File: src/rtl/mem_ctrl_pkg.sv
// Shared widths, FSM encoding and line-address helper for the cache miss/refill path.
package mem_ctrl_pkg;

    localparam int DEF_TAG_W  = 20;
    localparam int DEF_IDX_W  = 8;
    localparam int DEF_LINE_W = 128;
    localparam int OFFSET_W   = 4;
    localparam int LADDR_W    = DEF_TAG_W + DEF_IDX_W;

    typedef enum logic [1:0] {
        IDLE = 2'd0,
        WB   = 2'd1,
        RD   = 2'd2,
        FILL = 2'd3
    } state_e;

    function automatic logic [LADDR_W-1:0] line_addr(input logic [31:0] addr);
        return addr[31:OFFSET_W];
    endfunction

endpackage

File: src/rtl/miss_rr_arb.sv
// Two-requester round-robin arbiter. The pointer picks the winner on a tie and
// moves to the other port once the served transaction completes.
module miss_rr_arb (
    input  logic       clk,
    input  logic       reset,
    input  logic [1:0] req_i,
    input  logic       advance_i,
    input  logic       served_id_i,
    output logic [1:0] grant_o,
    output logic       grant_id_o
);

    logic ptr_q;
    logic ptr_d;

    always_comb begin
        grant_id_o = (req_i == 2'b11) ? ptr_q : req_i[1];
        grant_o    = (|req_i) ? (grant_id_o ? 2'b10 : 2'b01) : 2'b00;
        ptr_d      = advance_i ? ~served_id_i : ptr_q;
    end

    // NOTE: flops use non-blocking assignments so every register samples pre-edge values.
    always_ff @(posedge clk or posedge reset) begin
        if (reset) begin
            ptr_q <= 1'b0;
        end else begin
            ptr_q <= ptr_d;
        end
    end

endmodule

File: src/rtl/miss_refill_ctrl.sv
// Miss refill sequencer: arbitrates the two pipes' line misses, writes back a dirty
// victim, reads the refill line and returns it to the cache in a one-cycle fill pulse.
module miss_refill_ctrl
    import mem_ctrl_pkg::*;
#(
    parameter int TAG_W  = DEF_TAG_W,
    parameter int IDX_W  = DEF_IDX_W,
    parameter int LINE_W = DEF_LINE_W
) (
    input  logic                   clk,
    input  logic                   reset,
    input  logic                   miss0,
    input  logic                   miss1,
    input  logic [31:0]            addr0,
    input  logic [31:0]            addr1,
    input  logic                   dirty0,
    input  logic                   dirty1,
    input  logic [TAG_W-1:0]       vtag0,
    input  logic [TAG_W-1:0]       vtag1,
    input  logic [LINE_W-1:0]      vdata0,
    input  logic [LINE_W-1:0]      vdata1,
    output logic                   mem_re,
    output logic                   mem_we,
    output logic [TAG_W+IDX_W-1:0] mem_addr,
    output logic [LINE_W-1:0]      mem_wdata,
    input  logic                   mem_ack,
    input  logic [LINE_W-1:0]      mem_rdata,
    output logic                   fill_valid,
    output logic                   fill0,
    output logic                   fill1,
    output logic [TAG_W+IDX_W-1:0] fill_line,
    output logic [LINE_W-1:0]      fill_data,
    output logic                   stall0,
    output logic                   stall1
);

    localparam int LA_W = TAG_W + IDX_W;

    state_e            state_q, state_d;
    logic              gid_q;
    logic [LA_W-1:0]   line_q;
    logic [TAG_W-1:0]  vtag_q;
    logic [LINE_W-1:0] vdata_q;
    logic [LINE_W-1:0] rdata_q;

    logic [1:0]        grant;
    logic              grant_id;
    logic              grant_en;
    logic              rd_done;
    logic              advance;
    logic              sel_dirty;
    logic [LA_W-1:0]   sel_line;

    miss_rr_arb u_arb (
        .clk         (clk),
        .reset       (reset),
        .req_i       ({miss1, miss0}),
        .advance_i   (advance),
        .served_id_i (gid_q),
        .grant_o     (grant),
        .grant_id_o  (grant_id)
    );

    assign sel_dirty = grant_id ? dirty1 : dirty0;
    assign sel_line  = grant_id ? line_addr(addr1) : line_addr(addr0);

    always_ff @(posedge clk or posedge reset) begin
        if (reset) begin
            state_q <= IDLE;
        end else begin
            state_q <= state_d;
        end
    end

    always_comb begin
        // NOTE: every signal driven here gets a default first, so no latch is inferred.
        state_d    = state_q;
        grant_en   = 1'b0;
        rd_done    = 1'b0;
        advance    = 1'b0;
        mem_we     = 1'b0;
        mem_re     = 1'b0;
        mem_addr   = '0;
        fill_valid = 1'b0;
        case (state_q)
            IDLE: begin
                if (|grant) begin
                    grant_en = 1'b1;
                    state_d  = sel_dirty ? WB : RD;
                end
            end
            WB: begin
                mem_we   = 1'b1;
                mem_addr = {vtag_q, line_q[IDX_W-1:0]};
                if (mem_ack) state_d = RD;
            end
            RD: begin
                mem_re   = 1'b1;
                mem_addr = line_q;
                if (mem_ack) begin
                    rd_done = 1'b1;
                    state_d = FILL;
                end
            end
            FILL: begin
                fill_valid = 1'b1;
                advance    = 1'b1;
                state_d    = IDLE;
            end
            default: state_d = IDLE;
        endcase
    end

    // NOTE: the line buffers are ordinary registers, not a RAM, so they take the reset too.
    always_ff @(posedge clk or posedge reset) begin
        if (reset) begin
            gid_q   <= 1'b0;
            line_q  <= '0;
            vtag_q  <= '0;
            vdata_q <= '0;
            rdata_q <= '0;
        end else begin
            if (grant_en) begin
                gid_q   <= grant_id;
                line_q  <= sel_line;
                vtag_q  <= grant_id ? vtag1 : vtag0;
                vdata_q <= grant_id ? vdata1 : vdata0;
            end
            if (rd_done) rdata_q <= mem_rdata;
        end
    end

    // The granted port always fills; the other rides along if it misses on the same line.
    always_comb begin
        fill0 = 1'b0;
        fill1 = 1'b0;
        if (fill_valid) begin
            fill0 = ~gid_q | (miss0 & (line_addr(addr0) == line_q));
            fill1 = gid_q | (miss1 & (line_addr(addr1) == line_q));
        end
    end

    assign mem_wdata = mem_we ? vdata_q : '0;
    assign fill_line = fill_valid ? line_q : '0;
    assign fill_data = fill_valid ? rdata_q : '0;
    assign stall0    = miss0 & ~fill0;
    assign stall1    = miss1 & ~fill1;

endmodule

File: config.mk
export PLATFORM = sky130hd
export DESIGN_NAME = miss_refill_ctrl
export DESIGN_NICKNAME = d
export VERILOG_FILES = /design/src/rtl/mem_ctrl_pkg.sv /design/src/rtl/miss_rr_arb.sv /design/src/rtl/miss_refill_ctrl.sv
export SDC_FILE = /design/constraint.sdc
export NUM_CORES = 1
export LEC_CHECK = 0
export BUFFER_PORTS_ARGS = -buffer_cell sky130_fd_sc_hd__clkbuf_2
export CAP_MARGIN = 20
export CORE_AREA = 8 8 311 313
export CTS_CLUSTER_DIAMETER = 120
export DETAILED_ROUTE_END_ITERATION = 8
export DIE_AREA = 0 0 319 321
export SYNTH_ARGS = -nofsm -noshare
export SYNTH_HDL_FRONTEND = slang
export SYNTH_SLANG_ARGS = --single-unit
File: constraint.sdc
create_clock -name clk -period 13.6 [get_ports clk]
set_input_delay 0.68 -clock clk [delete_from_list [all_inputs] [get_ports clk]]
set_output_delay 0.68 -clock clk [all_outputs]
set_load 0.005 [all_outputs]
==> results of run 1 <==
[flip-flops by register name, indices dropped and copies added (netlist names)]
name and cells:
gid_q 1, line_q 28, rdata_q 128, state_q 2, u_arb.ptr_q 1, vdata_q 128
vtag_q 20
[cell families after synthesis]
group	after synthesis	share of synthesized area
flip-flops	308	0.484
adder cells (fa/ha/maj)	4	0.00315
buffers and inverters	115	0.0342
AO/OA/AOI/OAI	208	0.0705
XOR/XNOR	56	0.0308
AND/OR/NAND/NOR	520	0.176
multiplexers	304	0.201
[metrics by stage]
stage,setup WS [ps],utilization,hold WS (ps),std cells
after global routing,9360,0.244,138,3496
after global placement,9380,0.229,453,3422
after CTS,9470,0.243,93.6,3491
after floorplan,4400,-,442,1515
after detailed placement,9340,0.229,462,3422
final,9590,0.244,127,3500
[layout make-up]
type,count,area [sq um]
Antenna cell,8,20.0
Clock buffer,56,1170
Clock inverter,13,158
Fill cell,10000,69700
Inverter,4,22.5
Multi-Input combinational cell,1092,7720
Sequential cell,308,7710
Tap cell,1197,1500
Timing Repair Buffer,822,4180
[placed cells by master (no fill, tap or decap), types with 6 or more instances in the layout]
cell type,Yosys,final
a22oi_1,20,20
mux2_2,128,128
xnor2_1,26,26
nor2b_1,21,21
clkbuf_1,69,6
clkbuf_16,0,41
dfrtp_1,308,308
o21ai_0,153,153
diode_2,0,8
xor2_1,30,30
clkbuf_2,0,805
mux2i_1,176,176
nand4_1,8,8
buf_4,9,16
clkbuf_8,0,9
nand2_1,180,179
o21ai_1,27,26
and2_1,291,291
[cells in the mapped netlist, types with 8 or more instances]
cell,instances,area share
nor2b_1,21,0.0083
xor2_1,30,0.017
buf_2,24,0.0075
xnor2_1,26,0.014
clkbuf_1,69,0.016
mux2i_1,176,0.11
buf_4,9,0.0042
nand4_1,8,0.0031
mux2_2,128,0.091
a22oi_1,20,0.0094
and2_1,291,0.11
nand2_1,180,0.042
o21ai_0,153,0.048
dfrtp_1,308,0.48
o21ai_1,27,0.0085
[power breakdown]
part / switching [uW] / internal (uW) / total (uW)
clock network: 431 / 657 / 1090
registers: 298 / 1370 / 1670
logic: 1090 / 842 / 1930
[layer usage]
metal / track usage / wire [um] / up-vias / share of wire
met5: 0 / 0 / - / 0
met3: 0.0432 / 5650 / 85 / 0.074
met4: 0.0357 / 1720 / 0 / 0.022
li1: - / - / 6619 / -
met2: 0.242 / 37000 / 564 / 0.48
met1: 0.176 / 32400 / 6695 / 0.42
[worst paths after layout]
check	cells past startpoint	slack [ps]	start	endpoint
worst max-delay path	7	9590	state_q[1]$_DFFE_PP0P_	mem_addr[24]
worst min-delay path	2	130	reset	vdata_q[15]$_DFFE_PP0P_
worst max register to register	6	9830	u_arb.ptr_q$_DFFE_PP0P_	vdata_q[108]$_DFFE_PP0P_
worst min register to register	2	470	vdata_q[107]$_DFFE_PP0P_	vdata_q[107]$_DFFE_PP0P_
max in group asynchronous	5	10530	reset	vdata_q[105]$_DFFE_PP0P_
min in group clk	2	340	mem_rdata[91]	rdata_q[91]$_DFFE_PP0P_
==> impl_metrics.ini, run 1 <==
[setup_path]
path_class = reg2out
startpoint_type = flop
crit_family = buffers and inverters
critPathBufInv = 4
crit_fanout = 83
worst_path_max_delay_cell = buf_4
cp_data_arrival_time_ps = 3330
cp_slowest_stage_delay_ps = 660
required_ps = 12920
end_kind = primary output
crit_top_cell = buf_4
cp_cell_sequence = inv_1, ha_4, buf_4, buf_4, a22oi_1, nor2b_1, clkbuf_2

[clock_network]
cts_tree = yes
clk_path_buf_depth = 3
h-tree-depth = 2
root_buffer = clkbuf_16
cts_inserted_buffers = 40
cts_resized = 0
holdBufCountCts = 0
cts_sinks = 308
clk_pin_slew_ps = 60
cts_setup_buffers = 0
clk_latency_ps = 570

[synth]
ys_types = 35
synth-async-reset-ratio = 1.00
ys_seq_area_frac = 0.484
ys_ff_latch = 308
synth_ff_type = dfrtp_1
syn_inst = 1515
synth_edf_count = 0
synth_nets = 2014
yosysWarnings = 0
syn_area_per_cell_sq_um = 10.5
synth_area_sq_mm = 0.0159

[power_and_ir_drop]
p_leak_uw = 0.0116
finalPower_uw = 4690
power_density_mw_per_mm2 = 209
ir_drop_uv = 123

[placed_design]
gp_congestion = 0.863
portBuffers = 805
detailed_place.area_sq_mm = 0.0211
dpl.hpwl_um = 61900

[global_route]
grt_pass1_vias = 14500
grt_max_degree = 120
grt_use_total = 0.143
grt_pass1_wl_um = 107000
grt-ovfl-total = 0
antenna_found_initial = 23

[timing]
rsz0062_at_grt = no
setup_viol = 0
slew_viol_final = 0
finalHoldViolCount = 0
max_freq_mhz = 249
fin_crit_sh = 0.295
final.setup.tns_ps = 0
skew_ps = 9.41
slew_headroom = 0.209
finalCriticalPeriod_ps = 4010
tightest_slew_ps = 1180

[cells_and_area]
drive_gt1_frac = 0.446
design_area_sq_mm = 0.0225
synthToLayoutAreaGrowth_pct = 41.3
final_nets = 2767

[drt]
wirelength_um = 76800
drtIter0Drc = 787
drtPass1Iterations = 6
ant_nets = 0
num_vias = 14000
via_per_inst = 3.99
wire_per_inst_um = 21.9
drc = 0

[floorplanning]
core_sq_mm = 0.0922
initial_utilization = 0.173
die_h_um = 321
row_count = 112
die_area_sq_mm = 0.102
die_w_um = 319
io_pins = 814

[status]
outcome = complete, no violations

[flow_run]
maxCapViolations = 0

[worst_hold_path]
hold_class = in2async
Power figures use the tool's default switching activity.
==> run 2, diff against run 1 <==
clock period = 3.4 ns   (was 13.6 ns; I/O delays follow)
==> run 2 against run 1 <==
Routed wire length grew 9.0%. Via count is 16% higher. Core utilization up 5.6 points. Largest cell class is now buffers. Highest routed layer is now met5.
==> impl_metrics.ini, run 2 (synthesis results as in run 1) <==
[timing]
slew_headroom = 0.326
fin_crit_sh = 0.930
setup_viol = 0
max_freq_mhz = 316
skew_ps = 26.2
finalHoldViolCount = 0
slew_viol_final = 0
rsz0062_at_grt = no
tightest_slew_ps = 1010
finalCriticalPeriod_ps = 3160

[cells_and_area]
reg.largest.list = rdata_q (128), vdata_q (128), line_q (28)
synthToLayoutAreaGrowth_pct = 73.5
mostFrequentLayoutCells = clkbuf_2 (805), dlygate4sd3_1 (468), dfrtp_1 (308), and2_1 (291), nand2_1 (179)
design_area_sq_mm = 0.0276
final_common_cell = clkbuf_2
final_nets = 3265
n_fill_cell = 9519
drive_gt1_frac = 0.378
post-route-util = 0.299

[placed_design]
detailed_place.area_sq_mm = 0.0215
dpl.hpwl_um = 63400
portBuffers = 805
gp_congestion = 0.865

[worst_hold_path]
hold_path_depth = 3
hold_class = in2reg
min_from = vtag1[17]

[setup_path]
startpoint_type = flop
cp_cell_sequence = xnor2_1, buf_4, nand4_1, or4_4, o211a_1, clkbuf_2
path_class = reg2out
end_kind = primary output
crit_fanout = 5
required_ps = 3230
ff2ff_path_depth = 6
cp_slowest_stage_delay_ps = 720
cp_data_arrival_time_ps = 2990
worst_path_max_delay_cell = or4_4
startpoint = line_q[25]$_DFFE_PP0P_
timing.rr.start = u_arb.ptr_q$_DFFE_PP0P_

[drt]
ant_nets = 0
drc = 0
drtPass1Iterations = 5
wire_per_inst_um = 20.9
num_vias = 16200
via_per_inst = 4.06
drtIter0Drc = 792
wirelength_um = 83700

[clock_network]
cts_inserted_buffers = 42
cts_tree = yes
clk_latency_ps = 570
h-tree-depth = 2
root_buffer = clkbuf_16
clk_path_buf_depth = 3
cts_sinks = 308
clk_pin_slew_ps = 60

[floorplanning]
io_pins = 814
core_sq_mm = 0.0922
initial_utilization = 0.173
die_area_sq_mm = 0.102
row_count = 112
die_w_um = 319
die_h_um = 321

[status]
outcome = complete, no violations

[global_route]
grt_pass1_vias = 17500
antenna_found_initial = 20
grt-ovfl-total = 0
grt_max_degree = 207
grt_pass1_wl_um = 120000
grt_use_total = 0.157

[power_and_ir_drop]
p_leak_uw = 0.0137
power_density_mw_per_mm2 = 722
ir_drop_uv = 418

[flow_run]
maxCapViolations = 0
run 2: report_power, final:
part	internal (uW)	switching (uW)	total, uW	leakage [uW]
sequential	5490	1200	6690	0.00374
combinational	4100	4590	8690	0.00931
clock	2790	1750	4540	0.000694
run 2: cell type report:
class,count,area (sq um),share of cell area
Inverter,4,18.8,0.000680
Clock buffer,65,1270,0.0460
Multi-Input combinational cell,1092,7740,0.280
Tap cell,1197,1500,0.0543
Clock inverter,10,136,0.00494
Sequential cell,308,7710,0.279
Antenna cell,6,15.0,0.000544
Timing Repair Buffer,1318,9210,0.334
run 2: repair_timing:
| item | in CTS | in global routing |
|---|---|---|
| endpoints found under the hold margin | 318 | 0 |
| resized for setup | 1 | 0 |
| hold buffers | 468 | 0 |
| setup buffers | 0 | 0 |
| endpoints found under the setup margin | 1 | 0 |
run 2: per-layer routing:
layer | routed length [um] | global-route usage | up-vias
met1 | 33500 | 0.182 | 7813
met4 | 3370 | 0.0591 | 6
met2 | 40600 | 0.270 | 642
li1 | - | - | 7611
met3 | 6110 | 0.0485 | 163
met5 | 38 | 0 | -
run 2: through the flow:
step                power, uW  setup WS [ps]  TNS [ps]  hold WS [ps]  cells
floorplan               10900           -869   -267640           321   1515
global placement        14700           -530      -974           355   3450
detailed placement      14900            616         0           361   3451
CTS                     20300            139         0          2.30   3994
global route            21500           96.5         0          16.9   3998
finish                  19900            239         0          8.23   4000
run 2: worst max-delay path, delay by kind of cell (launching register included):
family          cells  cell delay, ps
flops               1             440
compound gates      1             280
simple gates        2            1000
buf+inv             2             410
xor+xnor            1             280
run 2: final timing paths:
| kind | to | slack (ps) |
|---|---|---|
| min in group asynchronous | vdata_q[123]$_DFFE_PP0P_ | 300 |
| max in group asynchronous | vdata_q[104]$_DFFE_PP0P_ | 2090 |
| hold reg to reg | vdata_q[22]$_DFFE_PP0P_ | 470 |
| setup reg to reg | vdata_q[7]$_DFFE_PP0P_ | 750 |
| setup / recovery | stall1 | 240 |
| hold / removal | vtag_q[17]$_DFFE_PP0P_ | 8 |
